[config.mk]
export PLATFORM = sky130hd
export DESIGN_NAME = pipe_ctrl_stage_flat
export DESIGN_NICKNAME = d
export VERILOG_FILES = /design/src/rtl/pipe_ctrl_pkg.sv /design/src/rtl/pipe_ctrl_stage_if.sv /design/src/rtl/pipe_ctrl_entry.sv /design/src/rtl/pipe_ctrl_stage.sv /design/src/flat_wrapper.sv
export SDC_FILE = /design/constraint.sdc
export NUM_CORES = 1
export LEC_CHECK = 0
export ABC_AREA = 0
export ABC_CLOCK_PERIOD_IN_PS = 1600
export CORE_ASPECT_RATIO = 1.4
export CORE_UTILIZATION = 45
export CTS_BUF_LIST = sky130_fd_sc_hd__clkbuf_8
export CTS_CLUSTER_DIAMETER = 30
export DETAILED_ROUTE_END_ITERATION = 10
export PLACE_DENSITY = 0.74
export REMOVE_ABC_BUFFERS = 1
export SLEW_MARGIN = 20
export SYNTH_ARGS = -nofsm -noshare
export SYNTH_HDL_FRONTEND = slang
export SYNTH_SLANG_ARGS = --single-unit
[constraint.sdc]
create_clock -name clk -period 1.6 [get_ports clk]
set_input_delay 0.24 -clock clk [delete_from_list [all_inputs] [get_ports clk]]
set_output_delay 0.24 -clock clk [all_outputs]
set_load 0.03 [all_outputs]
[src/rtl/pipe_ctrl_pkg.sv]
// Shared constants and types for the elastic pipeline control stage.
package pipe_ctrl_pkg;

    localparam logic [1:0] OCC_EMPTY = 2'd0;
    localparam logic [1:0] OCC_ONE   = 2'd1;
    localparam logic [1:0] OCC_TWO   = 2'd2;

    localparam int CTRL_OP_W = 5;
    localparam int CTRL_F3_W = 3;
    localparam int CTRL_RD_W = 5;

    localparam logic [CTRL_OP_W-1:0] NOP_OP = '0;

    typedef struct packed {
        logic [CTRL_OP_W-1:0] op;
        logic [CTRL_F3_W-1:0] f3;
        logic [CTRL_RD_W-1:0] rd;
    } ctrl_t;

    typedef enum logic [1:0] {
        ST_EMPTY = OCC_EMPTY,
        ST_ONE   = OCC_ONE,
        ST_TWO   = OCC_TWO
    } occ_t;

endpackage

[src/rtl/pipe_ctrl_stage_if.sv]
// Valid/ready control-field bus between two pipeline stages.
interface pipe_ctrl_stage_if #(
    parameter int OP_W = 5,
    parameter int F3_W = 3,
    parameter int RD_W = 5
);
    logic            in_valid;
    logic            in_ready;
    logic [OP_W-1:0] in_op;
    logic [F3_W-1:0] in_f3;
    logic [RD_W-1:0] in_rd;
    logic            out_valid;
    logic            out_ready;
    logic [OP_W-1:0] out_op;
    logic [F3_W-1:0] out_f3;
    logic [RD_W-1:0] out_rd;

    modport master (
        output in_valid, in_op, in_f3, in_rd, out_ready,
        input  in_ready, out_valid, out_op, out_f3, out_rd
    );

    modport slave (
        input  in_valid, in_op, in_f3, in_rd, out_ready,
        output in_ready, out_valid, out_op, out_f3, out_rd
    );
endinterface

[src/rtl/pipe_ctrl_entry.sv]
// One control-field holding register; cleared contents read as an all-zero bubble.
module pipe_ctrl_entry #(
    parameter int W = 13
) (
    input  logic         clk,
    input  logic         rst,
    input  logic         load,
    input  logic         clear,
    input  logic [W-1:0] d,
    output logic [W-1:0] q,
    output logic         valid
);
    always_ff @(posedge clk) begin
        if (!rst || clear) begin
            q     <= '0;
            valid <= 1'b0;
        end else if (load) begin
            q     <= d;
            valid <= 1'b1;
        end
    end
endmodule

[src/rtl/pipe_ctrl_stage.sv]
// Elastic op/funct3/rd register for one pipeline stage with optional skid entry,
// flush, hazard taps and a saturating stall counter.
//   state    | meaning
//   ST_EMPTY | nothing held, output is a bubble
//   ST_ONE   | main entry valid
//   ST_TWO   | main and skid valid, upstream blocked (SKID=1 only)
module pipe_ctrl_stage
    import pipe_ctrl_pkg::*;
#(
    parameter int OP_W  = 5,
    parameter int F3_W  = 3,
    parameter int RD_W  = 5,
    parameter int SKID  = 1,
    parameter int CNT_W = 16
) (
    input  logic             clk,
    input  logic             rst,
    input  logic             flush,
    pipe_ctrl_stage_if.slave bus,
    output logic [RD_W-1:0]  hz_rd_main,
    output logic [RD_W-1:0]  hz_rd_skid,
    output logic [1:0]       occ,
    output logic [CNT_W-1:0] stall_cnt
);
    localparam int W = OP_W + F3_W + RD_W;

    occ_t           state, state_nxt;
    logic           push, pop;
    logic           main_load, main_clr, skid_load, skid_clr;
    logic [W-1:0]   in_word, main_d, main_q, skid_q;
    logic           main_valid;

    assign in_word = {bus.in_op, bus.in_f3, bus.in_rd};
    assign push    = bus.in_valid & bus.in_ready;
    assign pop     = main_valid & bus.out_ready;

    always_ff @(posedge clk) begin
        if (!rst) state <= ST_EMPTY;
        else      state <= state_nxt;
    end

    always_comb begin
        state_nxt = state;
        main_load = 1'b0;
        main_clr  = 1'b0;
        skid_load = 1'b0;
        skid_clr  = 1'b0;
        main_d    = in_word;
        case (state)
            ST_EMPTY: begin
                if (push) begin
                    state_nxt = ST_ONE;
                    main_load = 1'b1;
                end
            end
            ST_ONE: begin
                if (push && pop) begin
                    main_load = 1'b1;
                end else if (push && SKID != 0) begin
                    state_nxt = ST_TWO;
                    skid_load = 1'b1;
                end else if (pop) begin
                    state_nxt = ST_EMPTY;
                    main_clr  = 1'b1;
                end
            end
            ST_TWO: begin
                if (pop) begin
                    state_nxt = ST_ONE;
                    main_load = 1'b1;
                    main_d    = skid_q;
                    skid_clr  = 1'b1;
                end
            end
            default: state_nxt = ST_EMPTY;
        endcase
        // Flush discards everything, including a push offered this cycle.
        if (flush) begin
            state_nxt = ST_EMPTY;
            main_load = 1'b0;
            skid_load = 1'b0;
            main_clr  = 1'b1;
            skid_clr  = 1'b1;
        end
    end

    pipe_ctrl_entry #(.W(W)) u_main (
        .clk   (clk),
        .rst   (rst),
        .load  (main_load),
        .clear (main_clr),
        .d     (main_d),
        .q     (main_q),
        .valid (main_valid)
    );

    generate
        if (SKID != 0) begin : g_skid
            logic skid_valid;
            logic in_ready_r;
            logic unused_skid_valid;

            pipe_ctrl_entry #(.W(W)) u_skid (
                .clk   (clk),
                .rst   (rst),
                .load  (skid_load),
                .clear (skid_clr),
                .d     (in_word),
                .q     (skid_q),
                .valid (skid_valid)
            );
            assign unused_skid_valid = skid_valid;

            always_ff @(posedge clk) begin
                if (!rst) in_ready_r <= 1'b1;
                else      in_ready_r <= (state_nxt != ST_TWO);
            end
            assign bus.in_ready = in_ready_r;
        end else begin : g_noskid
            logic unused_skid_ctrl;
            assign unused_skid_ctrl = skid_load | skid_clr;
            assign skid_q           = '0;
            assign bus.in_ready     = !main_valid | bus.out_ready;
        end
    endgenerate

    assign bus.out_valid = main_valid;
    assign bus.out_op    = main_q[W-1 -: OP_W];
    assign bus.out_f3    = main_q[RD_W +: F3_W];
    assign bus.out_rd    = main_q[RD_W-1:0];
    assign hz_rd_main    = main_q[RD_W-1:0];
    assign hz_rd_skid    = skid_q[RD_W-1:0];
    assign occ           = state;

    always_ff @(posedge clk) begin
        if (!rst)
            stall_cnt <= '0;
        else if (main_valid && !bus.out_ready && stall_cnt != {CNT_W{1'b1}})
            stall_cnt <= stall_cnt + {{(CNT_W-1){1'b0}}, 1'b1};
    end
endmodule

[src/flat_wrapper.sv]
// flat-port wrapper written by rule: the top's interface ports become plain ports
module pipe_ctrl_stage_flat import pipe_ctrl_pkg::*;
#(
    parameter int OP_W  = 5,
    parameter int F3_W  = 3,
    parameter int RD_W  = 5,
    parameter int SKID  = 1,
    parameter int CNT_W = 16
)
  (clk, rst, flush, hz_rd_main, hz_rd_skid, occ, stall_cnt, bus_in_valid, bus_in_op, bus_in_f3, bus_in_rd, bus_out_ready, bus_in_ready, bus_out_valid, bus_out_op, bus_out_f3, bus_out_rd);
  pipe_ctrl_stage_if #(.OP_W(OP_W), .F3_W(F3_W), .RD_W(RD_W)) bus_i ();
  input  logic clk;
  input  logic rst;
  input  logic flush;
  output logic [RD_W-1:0] hz_rd_main;
  output logic [RD_W-1:0] hz_rd_skid;
  output logic [1:0] occ;
  output logic [CNT_W-1:0] stall_cnt;
  input wire logic [$bits(bus_i.in_valid)-1:0] bus_in_valid;
  input wire logic [$bits(bus_i.in_op)-1:0] bus_in_op;
  input wire logic [$bits(bus_i.in_f3)-1:0] bus_in_f3;
  input wire logic [$bits(bus_i.in_rd)-1:0] bus_in_rd;
  input wire logic [$bits(bus_i.out_ready)-1:0] bus_out_ready;
  output wire logic [$bits(bus_i.in_ready)-1:0] bus_in_ready;
  output wire logic [$bits(bus_i.out_valid)-1:0] bus_out_valid;
  output wire logic [$bits(bus_i.out_op)-1:0] bus_out_op;
  output wire logic [$bits(bus_i.out_f3)-1:0] bus_out_f3;
  output wire logic [$bits(bus_i.out_rd)-1:0] bus_out_rd;
  assign bus_i.in_valid = bus_in_valid;
  assign bus_i.in_op = bus_in_op;
  assign bus_i.in_f3 = bus_in_f3;
  assign bus_i.in_rd = bus_in_rd;
  assign bus_i.out_ready = bus_out_ready;
  assign bus_in_ready = bus_i.in_ready;
  assign bus_out_valid = bus_i.out_valid;
  assign bus_out_op = bus_i.out_op;
  assign bus_out_f3 = bus_i.out_f3;
  assign bus_out_rd = bus_i.out_rd;
  pipe_ctrl_stage #(.OP_W(OP_W), .F3_W(F3_W), .RD_W(RD_W), .SKID(SKID), .CNT_W(CNT_W)) u_core (.clk(clk), .rst(rst), .flush(flush), .bus(bus_i), .hz_rd_main(hz_rd_main), .hz_rd_skid(hz_rd_skid), .occ(occ), .stall_cnt(stall_cnt));
endmodule
# Yosys cells after proc, flatten, opt, wreduce, memory -nomap -nowiden
# Index checks and enable logic that the tools add are counted.
word_totals:
  register_bits: 46
  in_bits: 18
  output_inout_bits: 43
op_classes:
  add_sub_neg: 1
  eq_ne: 4
  mux: 23
  n_bitwise: 2
  n_reduce_logical: 8
op_table:
  columns: ["op", "count"]
  rows:
  - ["$mux W13", 2]
  - ["$add A16 B1 Y16 const B", 1]
  - ["$ne A16 B16 Y1 const B", 1]
  - ["$mux W1", 13]
  - ["$mux W2", 6]
  - ["$pmux W2 S3", 1]
  - ["$logic_and A1 B1 Y1", 3]
  - ["$pmux W1 S3", 1]
  - ["$and A1 B1 Y1", 2]
  - ["$eq A2 B1 Y1 const B", 1]
  - ["$eq A2 B2 Y1 const B", 1]
  - ["$logic_not A1 Y1", 2]
  - ["$logic_not A2 Y1", 1]
  - ["$logic_or A1 B1 Y1", 2]
  - ["$ne A2 B2 Y1 const B", 1]

# Depth between registers and ports, before layout
depth:
  depth_word: 7
  mapped_depth: 6
  depth_no_buf: 5

# Modules after synthesis
# Synthesis repeated with hierarchy kept, for this count alone.
unflattened:
  hier_cells: 239
  area_unflattened_um2: 2283.4
by_module_without_submodules:
  columns: ["module", "instances", "cells_per_inst", "area_each_um2", "seq_area_each_um2"]
  rows:
  - ["pipe_ctrl_stage", 1, 147, 1265.0, 380.4]
  - ["pipe_ctrl_entry", 2, 46, 509.2, 280.3]

# Worst setup path before layout
# No wires, ideal clock.
synth_path:
  path_kind: "flip-flop to flip-flop"
  startpoint: "register u_core.g_skid.in_ready_r, in the netlist u_core.bus.in_ready"
  endpoint: "register u_core.u_main.q[7]"
  setup_ps: 67
  arrival_ps: 1704
  required_time_ps: 1533
  path_slack_ps: -171
  path_stages_with_launch: 6
  path_buffers: 1
  synth_period_minus_slack_ps: 1771
  path_cell_list: "dfxtp_1 nand2_1 o31a_4 buf_6 or3_1 a21oi_2"
synth_via:
  elab_chain_len: 6
  word_cells_on_any_way: 11
  cone_classes: "mux: 8; bitwise: 1; reduce/logical: 2"
synth_rtl:
  columns: ["item", "line_no", "source"]
  rows:
  - ["from (decl)", "pipe_ctrl_stage.sv:100", "logic in_ready_r;"]
  - ["from (signal assigned)", "pipe_ctrl_stage.sv:116", "else in_ready_r <= (state_nxt != ST_TWO);"]
  - ["$and A1 B1 Y1 *", "pipe_ctrl_stage.sv:34", "assign push = bus.in_valid & bus.in_ready;"]
  - ["$mux W1 / $logic_and A1 B1 Y1 (equally long branches)", "pipe_ctrl_stage.sv:59, pipe_ctrl_stage.sv:57", null]
  - ["$mux W1", "pipe_ctrl_stage.sv:57", "if (push && pop) begin"]
  - ["$mux W1", "pipe_ctrl_stage.sv:49", "case (state)"]
  - ["$mux W1", "pipe_ctrl_stage.sv:78", "if (flush) begin"]
  - ["$logic_or A1 B1 Y1", "pipe_ctrl_entry.sv:14", "if (!rst || clear) begin"]
  - ["to (signal assigned)", "pipe_ctrl_entry.sv:15", "q <= '0;"]
  - ["to (signal assigned)", "pipe_ctrl_entry.sv:18", "q <= d;"]
  - ["to (decl)", "pipe_ctrl_entry.sv:10", "output logic [W-1:0] q,"]
# Mark *: on every way between the ends. The rest lies on a longest branch, timed or not.
# A chain may end at the register's enable or synchronous reset.

# Worst setup path in the final report
layout_path:
  startpoint: "register u_core.u_main.q[4]"
  endpoint: "output port bus_out_rd[4]"
layout_lines:
  columns: ["item", "line_no", "source"]
  rows:
  - ["to (decl)", "flat_wrapper.sv:28", "output wire logic [$bits(bus_i.out_rd)-1:0] bus_out_rd;"]
# No word-level cell between the ends.

==> results_dict.tcl <==
set metrics [dict create \
    status "finished clean" \
    finClkSkew_ns 0.0119 \
    port_buffers 60 \
    clock_latency_ns 0.31 \
    p_sw_share_pct 25.7 \
    cp_cell_sequence "clkdlybuf4s50_1" \
    grt_max_degree 28 \
    cts.clk_slew.worst_paths_ns 0.09 \
    p_leak_uw 0.00165 \
    power_frac_comb_pct 12.5 \
    min_period_over_period_pct 98.3 \
    synth_top_area_share_pct 40.4 \
    cap_violations 0 \
    cpLargestDelayFamily "buffers and inverters" \
    diodes 0 \
    wl_per_cell_um 15.5 \
    grt.total_usage_pct 20.8 \
    ant_nets 0 \
    dpl_worst_slack_ns -0.378 \
    synthCells 247 \
    min_path_type "flop to flop" \
    synth.most_common_cell "dfxtp_1" \
    worst_path_max_delay_cell "clkdlybuf4s50_1" \
    fp.dieArea_um2 5360 \
    fin_nets 353 \
    post-route-drc-count 0 \
    start_util_pct 46.8 \
    vias 2187 \
    switchingPower_uw 550 \
    post-route-min-period_ns 1.57 \
    htreeDepth 2 \
    setup-violations-final 0 \
    area_growth_pct 50.1 \
    routed_wl_mm 6.19 \
    synth_area_leader_cell "dfxtp_1" \
    tightest_slew_ns 0.336 \
    crit_buf_inv 1 \
    clk_path_buf_depth 2 \
    p_clk_share_pct 33.0 \
    grt_pass1_wl_mm 8.93 \
    cts_made_buffers 5 \
    fp.dieW_um 62.2 \
    crit_path_max_fanout 3 \
    ioPinCount 61 \
    core_area_um2 4880 \
    yosys_warnings 0 \
    avgSynthCellArea_um2 9.24 \
    ys_top_cells_by_area "dfxtp_1, mux2i_1, a21oi_1" \
    synth_common_cells "dfxtp_1, mux2i_1, a21oi_1" \
    hold_viol 0 \
    drtIter0Drc 197 \
    synth_seq_area_share_pct 40.4 \
    criticalPathCategory "flop to output port" \
    ys_types 46 \
    drive_gt1_share_pct 25.4 \
    cts-root-buf "clkbuf_8" \
    cp-start-kind "flop" \
    antenna_found_initial 0 \
    p_int_uw 1590 \
    fin_total_pwr_uw 2140 \
    finalWorstSetupSlack_ns 0.0269 \
    num_rows 30 \
    worstPathRequired_ns 1.36 \
    slew_viol_final 0 \
    max_freq_mhz 636 \
    p_per_area_nw_per_um2 625 \
    syn_area_um2 2280 \
    cp_slowest_stage_delay_ns 0.68 \
    synth_edf_count 0 \
    grt_overflow 0 \
    cts_hold_buf 0 \
    dp_hpwl_mm 3.89 \
    seqPwrFrac_pct 54.5 \
    tritoncts "built" \
    vias_per_cell 5.48 \
    async_flop_share_pct 0 \
    arrival_ns 1.33 \
    ys.flop_type "dfxtp_1" \
    drt_first_pass_iters 4 \
    die_y_um 86.3 \
    vdd_drop_max_uv 578 \
    cp-end-kind "output port" \
    rsz0062_at_grt "true" \
    grt_pass1_vias 2060 \
    place.gp.congestion 0.806 \
    cts_sinks 46 \
    ys_ff_latch 46 \
    slew_headroom_pct 77.6 \
]
## layout by cell type, fill, tap and decap left out, types with 3 or more instances in the layout
cell,n
a21oi_1,21
a21oi_2,4
buf_12,3
buf_4,34
clkbuf_8,5
clkdlybuf4s50_1,22
dfxtp_1,36
dfxtp_2,9
dlygate4sd2_1,23
dlymetal6s2s_1,15
inv_1,4
mux2i_1,28
nand2_1,14
nand2b_1,6
nand3_1,3
nand4_1,3
nor2_1,16
o21ai_0,14
o31ai_1,6
or3_1,16
or4_1,4
## per-layer routing
| layer | global-route usage [%] | part of all wire, % | vias to the layer above |
|---|---|---|---|
| li1 | - | - | 1066 |
| met1 | 22.0 | 40 | 1048 |
| met2 | 39.5 | 54 | 61 |
| met3 | 4.21 | 4.0 | 12 |
| met4 | 9.51 | 1.9 | 0 |
| met5 | 0 | 0 | - |
## flip-flops by register name, summed over array words and instances (netlist names)
signal / count
u_core.stall_cnt: 16
u_core.bus.in_ready: 1
u_core.u_main.q: 13
u_core.u_main.valid: 1
u_core.occ: 2
u_core.g_skid.u_skid.q: 13
## worst register-to-register path, cell delays in order, from the launching register on
cell	delay [ns]
dfxtp_2	0.35
ha_4	0.16
nand4_1	0.18
buf_4	0.16
o211ai_4	0.09
or4_4	0.43
a21oi_2	0.13
## final timing paths
path	slack (ns)	cells past startpoint	startpoint	end
max	0.03	1	u_core.u_main.q[4]	bus_out_rd[4]
min	0.48	2	u_core.u_main.q[12]	u_core.u_main.q[12]
max reg2reg	0.04	6	u_core.stall_cnt[0]	u_core.stall_cnt[15]
min reg2reg	0.48	2	u_core.u_main.q[12]	u_core.u_main.q[12]
## power by group through the flow
stage	registers, uW	clock network (uW)	logic (uW)
after floorplan	1220	0	78.1
final	1170	707	267
after global routing	1170	761	285
after global placement	1190	0	245
after detailed placement	1190	0	248
after CTS	1170	719	247
## per-stage QoR
step           TNS, ns  cells  cell area, um2  util [%]  hold WS, ns
6_report             0    399            3430      70.2        0.485
3_3_place_gp    -12.31    379            3080      63.2        0.457
3_5_place_dp    -13.83    379            3080      63.2        0.475
2_1_floorplan   -10.81    224            2130         -        0.371
4_1_cts              0    389            3160      64.7        0.487
5_1_grt         -0.352    399            3430      70.2        0.516
## kinds of logic after synthesis
| logic type | after synthesis | share of synthesized area, % |
|---|---|---|
| flip-flops | 46 | 40.4 |
| AND/OR/NAND/NOR | 85 | 22.6 |
| AO/OA/AOI/OAI | 59 | 16.5 |
| buffers and inverters | 27 | 7.24 |
| adder cells (fa/ha/maj) | 1 | 0.548 |
| multiplexers | 29 | 12.7 |
## timing repair
item | 4_1_cts | 5_1_grt
setup endpoints to repair | 53 | 53
gates resized for setup | 25 | 48
pin swaps | 0 | 17
setup buffers | 2 | 5
hold endpoints to repair | 0 | 0
cloned | 0 | 5
## area by class of cell
class	count	area, um2
clock buffer	5	68.8
clock inverter	3	17.5
tap	64	80.1
inverter	4	15.0
timing repair buffer	101	997
sequential	46	936
fill	391	1450
multi-input combinational	176	1310
Power figures use the tool's default switching activity.
